File: config.mk
export PLATFORM = sky130hd
export DESIGN_NAME = mipi_lane_aligner
export DESIGN_NICKNAME = d
export VERILOG_FILES = /design/src/rtl/mipi_pkg.sv /design/src/rtl/mipi_lane_sync.sv /design/src/rtl/mipi_lane_aligner.sv
export SDC_FILE = /design/constraint.sdc
export NUM_CORES = 1
export LEC_CHECK = 0
export ABC_AREA = 0
export CAP_MARGIN = 20
export CELL_PAD_IN_SITES_DETAIL_PLACEMENT = 1
export CELL_PAD_IN_SITES_GLOBAL_PLACEMENT = 1
export CORE_MARGIN = 5
export CORE_UTILIZATION = 44
export DETAILED_ROUTE_END_ITERATION = 10
export PLACE_DENSITY = 0.83
export SYNTH_ARGS = -nofsm -noshare
export SYNTH_HDL_FRONTEND = slang
export SYNTH_SLANG_ARGS = --single-unit
File: constraint.sdc
create_clock -name clk -period 4 [get_ports clk]
set_input_delay 0.8 -clock clk [delete_from_list [all_inputs] [get_ports clk]]
set_output_delay 0.8 -clock clk [all_outputs]
set_load 0.02 [all_outputs]
File: src/rtl/mipi_pkg.sv
// Shared definitions for the MIPI D-PHY HS lane aligner: FSM state encodings
// and the default HS leader sync pattern.
package mipi_pkg;

    typedef enum logic [1:0] {
        ST_IDLE   = 2'd0,
        ST_SETTLE = 2'd1,
        ST_SYNC   = 2'd2,
        ST_STREAM = 2'd3
    } state_t;

    localparam logic [7:0] SYNC_BYTE_DEF = 8'hB8;

endpackage

File: src/rtl/mipi_lane_sync.sv
// Per-lane HS sync search and deskew. Keeps a two-word window of deserializer
// output, finds the sync byte at any bit offset, latches that offset and
// pushes aligned bytes into a small skew FIFO that the top level drains in
// lockstep across all lanes.
module mipi_lane_sync
    import mipi_pkg::*;
#(
    parameter logic [7:0] SYNC_BYTE  = SYNC_BYTE_DEF,
    parameter int         SKEW_DEPTH = 4
) (
    input  logic       clk,
    input  logic       resetb,
    input  logic [7:0] q_in,
    input  logic       pol,
    input  logic       search,
    input  logic       clear,
    input  logic       pop,
    output logic       match,
    output logic       locked,
    output logic [7:0] head
);

    localparam int PW = (SKEW_DEPTH > 1) ? $clog2(SKEW_DEPTH) : 1;

    logic [7:0]    q0, q1;
    logic [15:0]   win;
    logic [15:0]   win_sh;
    logic [2:0]    off, hit_off, sel;
    logic          hit;
    logic          wen;
    logic [7:0]    wbyte;
    logic [7:0]    mem [SKEW_DEPTH];
    logic [PW-1:0] wr_ptr, rd_ptr;

    // Two-word window: older word lands in the upper byte.
    always_ff @(posedge clk or negedge resetb) begin
        if (!resetb) begin
            q0 <= '0;
            q1 <= '0;
        end else begin
            q0 <= q_in;
            q1 <= q0;
        end
    end

    assign win = {q1, q0} ^ {16{pol}};

    // Scan offsets high to low so the lowest matching offset is the one kept.
    always_comb begin
        hit     = 1'b0;
        hit_off = '0;
        for (int s = 7; s >= 0; s--) begin
            if (win[15-s -: 8] == SYNC_BYTE) begin
                hit     = 1'b1;
                hit_off = 3'(s);
            end
        end
    end

    assign match  = search & ~locked & hit;
    assign wen    = (locked | match) & ~clear;
    assign sel    = locked ? off : hit_off;
    // Byte at offset sel is win[15-sel -: 8], i.e. the window shifted down by 8-sel.
    assign win_sh = win >> (5'd8 - 5'(sel));
    assign wbyte  = win_sh[7:0];
    assign head   = mem[rd_ptr];

    // Lock and offset latch; the first match freezes the bit alignment.
    always_ff @(posedge clk or negedge resetb) begin
        if (!resetb) begin
            locked <= 1'b0;
            off    <= '0;
        end else if (clear) begin
            locked <= 1'b0;
            off    <= '0;
        end else if (match) begin
            locked <= 1'b1;
            off    <= hit_off;
        end
    end

    // FIFO pointers; depth is a power of two so they wrap naturally.
    always_ff @(posedge clk or negedge resetb) begin
        if (!resetb) begin
            wr_ptr <= '0;
            rd_ptr <= '0;
        end else if (clear) begin
            wr_ptr <= '0;
            rd_ptr <= '0;
        end else begin
            if (wen) wr_ptr <= wr_ptr + 1'b1;
            if (pop) rd_ptr <= rd_ptr + 1'b1;
        end
    end

    // FIFO storage; contents are don't-care until written after lock.
    always_ff @(posedge clk) begin
        if (wen) mem[wr_ptr] <= wbyte;
    end

endmodule

File: src/rtl/mipi_lane_aligner.sv
// Multi-lane MIPI D-PHY HS receive aligner. Synchronizes the LP levels,
// waits out the HS settle time, lets every lane find its sync byte, absorbs
// inter-lane skew in the per-lane FIFOs and streams lane-aligned words.
// Optional MIPI_SYNC_TIMEOUT_EN adds a SYNC dwell limit (TIMEOUT clocks with
// no lane locked aborts the attempt with sync_err).
module mipi_lane_aligner
    import mipi_pkg::*;
#(
`ifdef MIPI_SYNC_TIMEOUT_EN
    parameter int         TIMEOUT    = 255,
`endif
    parameter int         NUM_LANES  = 2,
    parameter logic [7:0] SYNC_BYTE  = SYNC_BYTE_DEF,
    parameter int         SKEW_DEPTH = 4,
    parameter int         SETTLE_W   = 8
) (
    input  logic                   clk,
    input  logic                   resetb,
    input  logic [NUM_LANES*8-1:0] q_in,
    input  logic [NUM_LANES-1:0]   lp_p,
    input  logic [NUM_LANES-1:0]   lp_n,
    input  logic [NUM_LANES-1:0]   lane_polarity,
    input  logic [SETTLE_W-1:0]    hs_settle,
    output logic                   we,
    output logic [NUM_LANES*8-1:0] data,
    output logic                   sof,
    output logic                   sync_err
);

    localparam int SKW = $clog2(SKEW_DEPTH) + 1;

    state_t                 state, state_nxt;
    logic [NUM_LANES-1:0]   lp_p_s1, lp_p_s2, lp_n_s1, lp_n_s2;
    logic                   lp00;
    logic [SETTLE_W-1:0]    settle_cnt;
    logic [SKW-1:0]         skew_cnt;
    logic                   first;
    logic [NUM_LANES-1:0]   match, locked;
    logic [NUM_LANES*8-1:0] heads;
    logic                   all_ok, any_act, skew_exp, tmo, abort, we_nxt;

    // LP levels idle high, so the synchronizer resets to LP-11.
    always_ff @(posedge clk or negedge resetb) begin
        if (!resetb) begin
            lp_p_s1 <= '1;
            lp_p_s2 <= '1;
            lp_n_s1 <= '1;
            lp_n_s2 <= '1;
        end else begin
            lp_p_s1 <= lp_p;
            lp_p_s2 <= lp_p_s1;
            lp_n_s1 <= lp_n;
            lp_n_s2 <= lp_n_s1;
        end
    end

    assign lp00 = ~|{lp_p_s2, lp_n_s2};

    for (genvar k = 0; k < NUM_LANES; k++) begin : g_lane
        mipi_lane_sync #(
            .SYNC_BYTE  (SYNC_BYTE),
            .SKEW_DEPTH (SKEW_DEPTH)
        ) u_lane (
            .clk    (clk),
            .resetb (resetb),
            .q_in   (q_in[8*k +: 8]),
            .pol    (lane_polarity[k]),
            .search (state == ST_SYNC),
            .clear  (state == ST_IDLE),
            .pop    (state == ST_STREAM),
            .match  (match[k]),
            .locked (locked[k]),
            .head   (heads[8*k +: 8])
        );
    end

    // A lane counts as locked in the cycle it matches, so a simultaneous
    // lock of every lane goes straight to streaming.
    assign all_ok   = &(locked | match);
    assign any_act  = |(locked | match);
    assign skew_exp = any_act && !all_ok && (skew_cnt == SKW'(SKEW_DEPTH - 1));

`ifdef MIPI_SYNC_TIMEOUT_EN
    logic [7:0] dwell_cnt;

    // SYNC dwell counter, cleared whenever the FSM is outside ST_SYNC.
    always_ff @(posedge clk or negedge resetb) begin
        if (!resetb)               dwell_cnt <= '0;
        else if (state == ST_SYNC) dwell_cnt <= dwell_cnt + 8'd1;
        else                       dwell_cnt <= '0;
    end

    assign tmo = !any_act && (dwell_cnt == 8'(TIMEOUT - 1));
`else
    assign tmo = 1'b0;
`endif

    // State register.
    always_ff @(posedge clk or negedge resetb) begin
        if (!resetb) state <= ST_IDLE;
        else         state <= state_nxt;
    end

    // Next-state logic; LP exit always wins over alignment outcomes.
    always_comb begin
        state_nxt = state;
        abort     = 1'b0;
        case (state)
            ST_IDLE: begin
                if (lp00) state_nxt = ST_SETTLE;
            end
            ST_SETTLE: begin
                if (!lp00)                         state_nxt = ST_IDLE;
                else if (settle_cnt == hs_settle)  state_nxt = ST_SYNC;
            end
            ST_SYNC: begin
                if (!lp00)       state_nxt = ST_IDLE;
                else if (all_ok) state_nxt = ST_STREAM;
                else if (skew_exp || tmo) begin
                    abort     = 1'b1;
                    state_nxt = ST_IDLE;
                end
            end
            ST_STREAM: begin
                if (!lp00) state_nxt = ST_IDLE;
            end
            default: state_nxt = ST_IDLE;
        endcase
    end

    // Settle and skew counters; skew timer runs from the first lock.
    always_ff @(posedge clk or negedge resetb) begin
        if (!resetb) begin
            settle_cnt <= '0;
            skew_cnt   <= '0;
            first      <= 1'b1;
        end else begin
            settle_cnt <= (state == ST_SETTLE) ? settle_cnt + 1'b1 : '0;
            skew_cnt   <= (state == ST_SYNC && any_act) ? skew_cnt + 1'b1 : '0;
            first      <= (state != ST_STREAM);
        end
    end

    assign we_nxt = (state == ST_STREAM) && lp00;

    // Output register; data is forced to zero whenever we is low.
    always_ff @(posedge clk or negedge resetb) begin
        if (!resetb) begin
            we       <= 1'b0;
            sof      <= 1'b0;
            data     <= '0;
            sync_err <= 1'b0;
        end else begin
            we       <= we_nxt;
            sof      <= we_nxt && first;
            data     <= we_nxt ? heads : '0;
            sync_err <= abort;
        end
    end

endmodule

### Yosys cells after proc, flatten, opt, wreduce, memory -nomap -nowiden

Memories as Yosys holds them, arrays and structs flattened.
Cells that the tools add are included.
Widths: inputs -> output; s select.

* register bits: 89
* word-level logic and storage cells: 162
* memories: 2
* memory bits (writable): 64
* input port bits: 32

* add/subtract/negate cells: 8
* shifts and indexed selects: 2
* mux-type cells: 69
* reduce and logical (&&, ||, !) cells: 17
* bitwise operators: 14
* equality and inequality tests: 26

Memories
* g_lane[0].u_lane.mem: words 4, width 8, read ports 1, clocked after memory_dff 0, write ports 1, RTL line mipi_lane_sync.sv:32 `logic [7:0] mem [SKEW_DEPTH];`
* g_lane[1].u_lane.mem: words 4, width 8, read ports 1, clocked after memory_dff 0, write ports 1, RTL line mipi_lane_sync.sv:32

Operator list (number)
* $eq 8x8->1 const B: 16
* $mux 3: 23
* $shr 16x5->8: 2
* $xor 16x16->16: 2
* $mux 2: 15
* $mux 1: 28
* $mux 16: 1
* $reduce_bool 2->1: 5
* $sub 4x3->5 const A: 2
* $add 2x1->2 const B: 4
* $add 8x1->8 const B: 1
* $eq 8x8->1: 1
* $mux 8: 1
* $pmux 2 s4: 1
* $and 1x1->1: 6
* $ne 2x2->1 const B: 3
* $logic_and 1x1->1: 5
* $eq 2x2->1 const B: 2
* $ne 4x4->1 const B: 1
* $reduce_and 4->1: 1
* $reduce_or 4->1: 1
* $add 3x1->3 const B: 1
* $eq 3x2->1 const B: 1
* $ne 3x3->1 const B: 1
* other kinds (8): 12

### Logic depth before layout (Yosys ltp)

Gate-level depths: netlist of the first run.

* depth in word-level cells: 20
* depth in mapped cells: 18

### Cells and area by module

From an unflattened synthesis of the first run, not the netlist that was laid out.

* cells, all modules: 764
* area, all modules: 9061.2 um^2

By module, submodules not included
* mipi_lane_sync (g_lane[0].u_lane): cells an instance 335, area an instance 3807.4 um^2, sequential area each 1561.5 um^2, times used 1
* mipi_lane_sync (g_lane[1].u_lane): cells an instance 308, area an instance 3674.8 um^2, sequential area each 1561.5 um^2, times used 1
* mipi_lane_aligner: cells an instance 121, area an instance 1579.0 um^2, sequential area each 1037.2 um^2, times used 1

### Worst setup path before layout of the first run

OpenSTA, ideal clock, no wires.

* path kind: input port to flip-flop
* from: in lane_polarity[1]
* to: mem g_lane[1].u_lane.mem[0][4], data pin
* cell stages on the path: 13
* slack: -546 ps
* arrival: 4267 ps
* path through: or2_2 -> or3_4 -> a22o_1 -> a31oi_2 -> inv_1 -> ha_1 -> clkbuf_1 -> buf_1 -> clkbuf_1 -> mux4_2 -> mux2i_4 -> mux2i_1 -> nand3b_1

* word-level cells in the longest chain between the ends: 13

RTL lines
* start: declaration: RTL line mipi_lane_aligner.sv:22 `input logic [NUM_LANES-1:0] lane_polarity,`
* $xor 16x16->16 *: RTL line mipi_lane_sync.sv:46 `assign win = {q1, q0} ^ {16{pol}};`
* $eq 8x8->1: RTL line mipi_lane_sync.sv:53 `if (win[15-s -: 8] == SYNC_BYTE) begin`
* $mux 3 (8 in series): RTL line mipi_lane_sync.sv:53
* $mux 3: RTL line mipi_lane_sync.sv:62 `assign sel = locked ? off : hit_off;`
* $sub 4x3->5: RTL line mipi_lane_sync.sv:64 `assign win_sh = win >> (5'd8 - 5'(sel));`
* $shr 16x5->8 *: RTL line mipi_lane_sync.sv:64
* named net g_lane[1].u_lane.win_sh[4]: RTL line mipi_lane_sync.sv:27 `logic [15:0] win_sh;`
* end: declaration: RTL line mipi_lane_sync.sv:32

The timed path passes the listed nets; every way through them passes the cells marked *.

### Worst setup path in the final report of the first run

* from: in lane_polarity[0]
* to: mem g_lane[0].u_lane.mem[1][7], data pin

* word-level cells in the longest chain between the ends: 13

RTL lines (RTL line)
* $xor 16x16->16 *: mipi_lane_sync.sv:46
* $eq 8x8->1: mipi_lane_sync.sv:53
* $mux 3 (8 in series): mipi_lane_sync.sv:53
* $mux 3: mipi_lane_sync.sv:62
* $sub 4x3->5: mipi_lane_sync.sv:64
* $shr 16x5->8 *: mipi_lane_sync.sv:64
* named net g_lane[0].u_lane.win_sh[7]: mipi_lane_sync.sv:27
* end: declaration: mipi_lane_sync.sv:32

Marked as above.

==> summary.txt, run 1 <==
Status
  – Status: complete, no violations

Floorplanning
  – Core Area: 21620 um^2
  – Num rows: 54
  – Die width: approximately 160 um
  – Die area: ~25000 um^2
  – Starting Density: 44.29%
  – Die Ht: about 160 um
  – Io pins: 51

Logic synthesis
  – Post-synth top flop: dfrtp_1
  – Syn nets: 954
  – #FFs+latches synth: ~150
  – Synthesized instance count: 903
  – Most instantiated library cell after synthesis: dfrtp_1
  – Mapped cell area: 9575 um^2
  – Yosys cell types: 98
  – Leading area contributor after synthesis: dfrtp_1
  – EDFF count, synth: 64
  – Ys Warns: 0
  – Post-synthesis sequential area ratio: 43.45%
  – Fraction of registers with async set/reset: 58.17%
  – Top cells by area, synth: dfrtp_1, edfxtp_1, mux4_2
  – Mapped Avg Cell Area: 10.60 um^2
  – Post-synth top area share: between 20% and 30%
  – Most frequent cells after synthesis: dfrtp_1, edfxtp_1, nor2_1, nand2_1, mux2i_1

STA
  – Fin. Hold Viols: 0
  – Setup ws final: 0.05237 ns
  – RSZ-0062 raised after global routing: true
  – Fin crit share: 98.69%
  – Fmax: 253.3 MHz
  – Clock period minus worst slack: 3.948 ns
  – Slew Viols, Final: 0
  – Worst slew pin tran: 1.023 ns
  – Max-slew headroom: 31.80%
  – Final setup violation count: 0
  – Clock Skew: 0.01572 ns

Placement
  – Global placer's final weighted congestion: 0.9542
  – Placed Area: around 11000 um^2
  – Dpl ws: -0.7916 ns
  – DP HPWL: 21490 um
  – Placed Instances: 1287
  – PortBufs: 50

Route
  – Avg Vias per Cell: 6.277
  – 1st-iter DRT viols: between 600 and 700
  – Routed vias: 8342
  – # DRC: 0
  – Final WL: 31650 um
  – Router iterations before antenna repair: 5
  – Antenna Violating Nets Remaining: 0
  – WL per Instance: 23.81 um

Worst setup path
  – Crit path launch type: input pin
  – Crit Path Category: input pin to flop
  – Critical path's most frequent cell: buf_4
  – Crit Path Max Fanout: 10
  – Reg-to-Reg Start: g_lane[0].u_lane.q1[1]
  – CP Data Required Time: 4.20 ns
  – CP delay by family, top: compound AO/OA/AOI/OAI gates
  – CP arrival: 4.15 ns
  – Worst Setup SP: lane_polarity[0]
  – R2R depth: 17
  – Max stage delay on crit path: 0.39 ns
  – R2R Setup Slk: 0.07 ns
  – Crit end category: flop
  – Slowest stage cell, crit path: ha_2
  – Critical path, cell by cell: buf_2, buf_4, nor3b_1, buf_4, nand3_1, a21oi_1, a211o_1, mux2i_1, ha_2, clkinv_2, nand2_1, nor2_1, o22ai_1, o311ai_0, o41ai_1, buf_4, a21o_1, o211ai_1, buf_4
  – WP buf/inv: 6
  – R2r endpoint: g_lane[0].u_lane.mem[1][7]

Clocking
  – CTS buffer count: 17
  – CTS root buf: clkbuf_16
  – Htree depth: 4
  – CTS tree: done
  – Skew-Pair Late Insertion Delay: 0.45 ns
  – Sink Count: 153
  – CTS max path bufs: 2
  – Worst-path clk slew: 0.08 ns

GRT
  – Vias in the first global route: 8863
  – GRT overflow: 0
  – Antenna violations before repair: 0
  – Largest net degree at the start of global routing: 76
  – Overall Global Routing Usage: between 20% and 30%
  – Global-route wire length before repair: 49990 um

Final layout
  – Layout cells sized above 1: between 20% and 30%
  – Flip-flop and latch area: 4161 um^2
  – Final net count: 1087
  – Area of the multi-input gates: 5207 um^2
  – N_diodes: 0
  – Util after Layout: 55.72%
  – Filler Cells Inserted: 2316
  – Finished Cell Area: 12050 um^2
  – Area Overhead vs Synth: 25.82%
  – Non-Filler Instances: 1329

Power
  – Switching part of the total power: 32.72%
  – Max VDD drop: around 0.28 mV
  – Net Switching: 0.001483 W
  – Internal: 0.003049 W
  – Leakage: 4.766 nW
  – Pwr/cell area: about 380 nW/um^2
  – Power share of the clock group: 36.8%
  – Comb power frac: between 20% and 30%
  – Sequential power share: 42.0%

Min path
  – Worst hold start: lp_p_s1[1]
  – Hold worst-path end: lp_p_s2[1]
  – WHS Path Cells: 0
  – Hold crit path type: flop to flop

Flow run
  – Max-Cap Viols: 0
==> registers in the layout, summed over array words and instances (netlist names), 3 cells and up <==
| register | flops |
|---|---|
| data | 16 |
| g_lane.u_lane.mem | 64 |
| g_lane.u_lane.off | 6 |
| g_lane.u_lane.q0 | 16 |
| g_lane.u_lane.q1 | 16 |
| g_lane.u_lane.rd_ptr | 4 |
| g_lane.u_lane.wr_ptr | 4 |
| settle_cnt | 8 |
| skew_cnt | 3 |
==> final cells by class <==
cell class / instances / share of cell area, %
Multi-Input combinational cell: 645 / 43.22
Sequential cell: 153 / 34.54
Timing Repair Buffer: 187 / 13.14
Clock buffer: 17 / 3.531
Tap cell: 280 / 2.908
Clock inverter: 15 / 1.651
Inverter: 32 / 1.007
==> kinds of logic after synthesis <==
| kind of cell | share of synthesized area (%) |
|---|---|
| multiplexers | 12.44 |
| AO/OA/AOI/OAI | 15.31 |
| XOR/XNOR | 3.567 |
| AND/OR/NAND/NOR | 18.01 |
| adder cells (fa/ha/maj) | 2.483 |
| buffers and inverters | 4.743 |
| flip-flops | 43.45 |
==> metrics by stage <==
stage / TNS [ns] / total power [W] / hold WS [ns]
6_report: 0 / 0.004532 / 0.3576
3_3_place_gp: -27.46 / 0.002747 / 0.3453
5_1_grt: -2.482 / 0.004712 / 0.3594
2_1_floorplan: 0 / 0.002474 / 0.3452
3_5_place_dp: -39.08 / 0.002808 / 0.3476
4_1_cts: 0 / 0.004519 / 0.3565
==> cells in the final DEF, fill, tap and decap left out, types with 27 or more instances in the layout <==
master | Yosys | routed
clkdlybuf4s50_1 | 0 | 47
edfxtp_1 | 64 | 64
and3_1 | 34 | 34
buf_4 | 2 | 132
a21oi_1 | 36 | 35
mux2i_1 | 38 | 37
o21ai_0 | 29 | 27
nor2_1 | 61 | 60
nand3_1 | 30 | 28
mux4_2 | 31 | 31
dfrtp_1 | 80 | 79
xnor2_1 | 36 | 36
nand2_1 | 46 | 46
inv_1 | 30 | 29
==> power groups by stage <==
stage	clock (W)	combinational [W]	sequential, W
floorplan	0	0.000662	0.00181
global placement	0	0.000832	0.00192
detailed placement	0	0.000882	0.00193
CTS	0.00168	0.000941	0.00190
global route	0.00176	0.00103	0.00192
finish	0.00167	0.000962	0.00190
==> worst max path at each step <==
stage,to,slack (ns),cells past startpoint
after detailed placement,g_lane[1].u_lane.mem[0][2],-0.79,17
after global placement,g_lane[1].u_lane.mem[0][0],-0.62,15
final,g_lane[0].u_lane.mem[1][7],0.05,19
after CTS,g_lane[0].u_lane.mem[1][6],0.04,15
after global routing,g_lane[0].u_lane.mem[1][7],-0.15,17
after floorplan,g_lane[0].u_lane.mem[0][5],0.01,17
==> layer usage <==
metal	GRT usage, %	up-vias	part of all wire (%)
met2	45.17	292	51
li1	-	3683	-
met4	10.20	0	3.6
met1	32.48	4274	41
met5	0	-	0
met3	4.179	93	4.8
==> timing repair <==
item / CTS / global route
hold buffers: 0 / 0
pin swaps: 14 / 17
hold endpoints to repair: 0 / 0
gates cloned: 1 / 0
gates resized for setup: 32 / 18
setup buffers: 5 / 4
setup endpoints to repair: 48 / 65
Power figures use the tool's default switching activity.
==> run 2, diff against run 1 <==
Settings changed: TNS_END_PERCENT from default to 1.
==> run 2 against run 1 <==
Compared with the run above: sequential power about the same; clock skew fell by 0.0022 ns; largest power group unchanged; global-route usage shrank 0.69 points; clock-buffer cell count did not move; critical endpoint unchanged.
==> summary.txt, run 2 (synthesized netlist as in run 1, its figures left out) <==
Final layout
  – N_diodes: 0 (unchanged)
  – Filler Cells Inserted: 2342 (was 2316)
  – Final net count: 1094 (was 1087)
  – Max reg flops: 64 (unchanged)
  – Leading cell types in the layout, fill and taps excluded: buf_4, dfrtp_1, edfxtp_1 (unchanged)
  – Top reg by flops: g_lane.u_lane.mem (unchanged)
  – Util after Layout: 55.50% (was 55.72%)
  – Non-Filler Instances: 1336 (was 1329)
  – Area Overhead vs Synth: 25.32% (was 25.82%)
  – Most common cell after layout, fill and taps aside: buf_4 (unchanged)
  – Layout cells sized above 1: 27.08% (was 27.26%)

Power
  – Comb power frac: 21.5% (was 21.2%)
  – Switching part of the total power: 31.98% (was 32.72%)
  – Pwr/cell area: 373.2 nW/um^2 (was 376.2 nW/um^2)
  – Power share of the clock group: 36.3% (was 36.8%)
  – Leakage: 4.763 nW (was 4.766 nW)
  – Sequential power share: 42.2% (was 42.0%)
  – Net Switching: 0.001432 W (was 0.001483 W)
  – Internal: 0.003047 W (was 0.003049 W)
  – Max VDD drop: 0.2719 mV (was 0.2769 mV)

GRT
  – Global-route wire length before repair: 49530 um (was 49990 um)
  – GRT overflow: 0 (unchanged)
  – Overall Global Routing Usage: 25.30% (was 25.99%)
  – Largest net degree at the start of global routing: 54 (was 76)
  – Antenna violations before repair: 0 (unchanged)
  – Vias in the first global route: 8852 (was 8863)

Placement
  – PortBufs: 50 (unchanged)
  – Placed Instances: 1303 (was 1287)
  – Global placer's final weighted congestion: 0.9545 (was 0.9542)
  – DP HPWL: 21690 um (was 21490 um)

Clocking
  – Worst-path clk slew: 0.07 ns (was 0.08 ns)
  – CTS Hold Bufs: 0 (unchanged)
  – Sink Count: 153 (unchanged)
  – CTS max path bufs: 2 (unchanged)
  – CTS root buf: clkbuf_16 (unchanged)
  – Htree depth: 4 (unchanged)
  – CTS buffer count: 17 (unchanged)
  – Skew-Pair Late Insertion Delay: 0.44 ns (was 0.45 ns)
  – CTS tree: done (unchanged)

STA
  – Slew Viols, Final: 0 (unchanged)
  – Clock Skew: 0.01351 ns (was 0.01572 ns)
  – Fin crit share: 97.75% (was 98.69%)
  – Max-slew headroom: 48.05% (was 31.80%)
  – RSZ-0062 raised after global routing: true (unchanged)
  – Min Hold Slack: 0.3579 ns (was 0.3576 ns)
  – Clock period minus worst slack: 3.910 ns (was 3.948 ns)
  – Fin. Hold Viols: 0 (unchanged)
  – Worst slew pin tran: 0.7793 ns (was 1.023 ns)
  – Final setup violation count: 0 (unchanged)
  – Fmax: 255.8 MHz (was 253.3 MHz)

Worst setup path
  – Critical path's most frequent cell: buf_4 (unchanged)
  – CP Data Required Time: 4.13 ns (was 4.20 ns)
  – Crit Path Max Fanout: 6 (was 10)
  – Slowest stage cell, crit path: or3b_1 (was ha_2)
  – Crit end category: flop (unchanged)
  – CP delay by family, top: compound AO/OA/AOI/OAI gates (unchanged)
  – Critical path, cell by cell: buf_2, or3b_1, o22a_2, o22ai_2, a211o_1, mux2i_1, ha_4, clkinv_2, buf_4, nand2_1, nor2_1, o22ai_1, o311ai_0, o41ai_1, buf_4, a21o_1, o211ai_1 (was buf_2, buf_4, nor3b_1, buf_4, nand3_1, a21oi_1, a211o_1, mux2i_1, ha_2, clkinv_2, nand2_1, nor2_1, o22ai_1, o311ai_0, o41ai_1, buf_4, a21o_1, o211ai_1, buf_4)
  – Max stage delay on crit path: 0.40 ns (was 0.39 ns)
  – Crit Path Category: input pin to flop (unchanged)
  – R2R depth: 13 (was 17)
  – WP depth: 17 (was 19)
  – WP buf/inv: 4 (was 6)
  – CP arrival: 4.04 ns (was 4.15 ns)
  – Crit path launch type: input pin (unchanged)

Floorplanning
  – Die area: 24810 um^2 (unchanged)
  – Starting Density: 44.29% (unchanged)
  – Core Area: 21620 um^2 (unchanged)
  – Die width: 157.5 um (unchanged)
  – Io pins: 51 (unchanged)
  – Die Ht: 157.5 um (unchanged)
  – Num rows: 54 (unchanged)

Route
  – Routed vias: 8314 (was 8342)
  – WL per Instance: 23.32 um (was 23.81 um)
  – Final WL: 31150 um (was 31650 um)
  – Antenna Violating Nets Remaining: 0 (unchanged)
  – 1st-iter DRT viols: 740 (was 631)
  – Router iterations before antenna repair: 5 (unchanged)
  – # DRC: 0 (unchanged)
  – Avg Vias per Cell: 6.223 (was 6.277)

Min path
  – Hold crit path type: flop to flop (unchanged)
  – WHS Path Cells: 0 (unchanged)

Flow run
  – Max-Cap Viols: 0 (unchanged)

Status
  – Status: complete, no violations (unchanged)
-- run 2: stage by stage --
step / cell area [um^2] / total power [W] / TNS, ns / setup WS, ns
2_1_floorplan: 9637 / 0.002472 / -0.01071 / -0.001664
3_3_place_gp: 11250 / 0.002761 / -28.41 / -0.6787
3_5_place_dp: 11250 / 0.002828 / -43.19 / -0.8828
4_1_cts: 11920 / 0.004481 / 0 / 0.0002833
5_1_grt: 12000 / 0.004669 / -0.5178 / -0.07895
6_report: 12000 / 0.004479 / 0 / 0.09020
-- run 2: final timing paths --
kind	to	from	slack [ns]
worst min register to register	lp_n_s2[0]	lp_n_s1[0]	0.36
worst max register to register	g_lane[1].u_lane.mem[1][1]	g_lane[1].u_lane.q0[6]	0.14
worst min-delay path	lp_n_s2[0]	lp_n_s1[0]	0.36
max in group asynchronous	skew_cnt[0]	resetb	2.81
min in group asynchronous	data[9]	resetb	0.42
worst max-delay path	g_lane[0].u_lane.mem[1][7]	lane_polarity[0]	0.09
-- run 2: power groups by stage --
stage	registers [W]	clock network [W]	logic (W)
after floorplan	0.00181	0	0.000660
after global placement	0.00192	0	0.000845
after detailed placement	0.00192	0	0.000906
after CTS	0.00189	0.00165	0.000939
after global routing	0.00191	0.00173	0.00103
final	0.00189	0.00162	0.000963
-- run 2: area by class of cell --
cell class	count	area, um^2	share of cell area, %
Multi-Input combinational cell	645	5145	42.87
Inverter	32	121.4	1.011
Tap cell	280	350.3	2.919
Clock inverter	15	172.7	1.439
Clock buffer	17	425.4	3.545
Timing Repair Buffer	194	1623	13.52
Sequential cell	153	4163	34.69
-- run 2: repair_timing --
action,in CTS,in global routing
gates cloned,0,0
endpoints found under the setup margin,45,66
setup buffers,0,1
pin swaps,7,10
gates resized for setup,17,20
-- run 2: metal layers --
metal	vias up	GRT usage [%]	share of wire [%]	wire, um
li1	3675	-	-	-
met1	4239	31.10	40	12430
met2	308	45.02	52	16230
met3	92	3.712	4.5	1405
met4	0	9.545	3.5	1090
met5	-	0	0	0
==> run 3, diff against run 2 <==
Settings changed: CAP_MARGIN 20 to 40.
==> results of run 3 <==
Same layout as run 2: the final DEF is identical, and so are final timing and power.
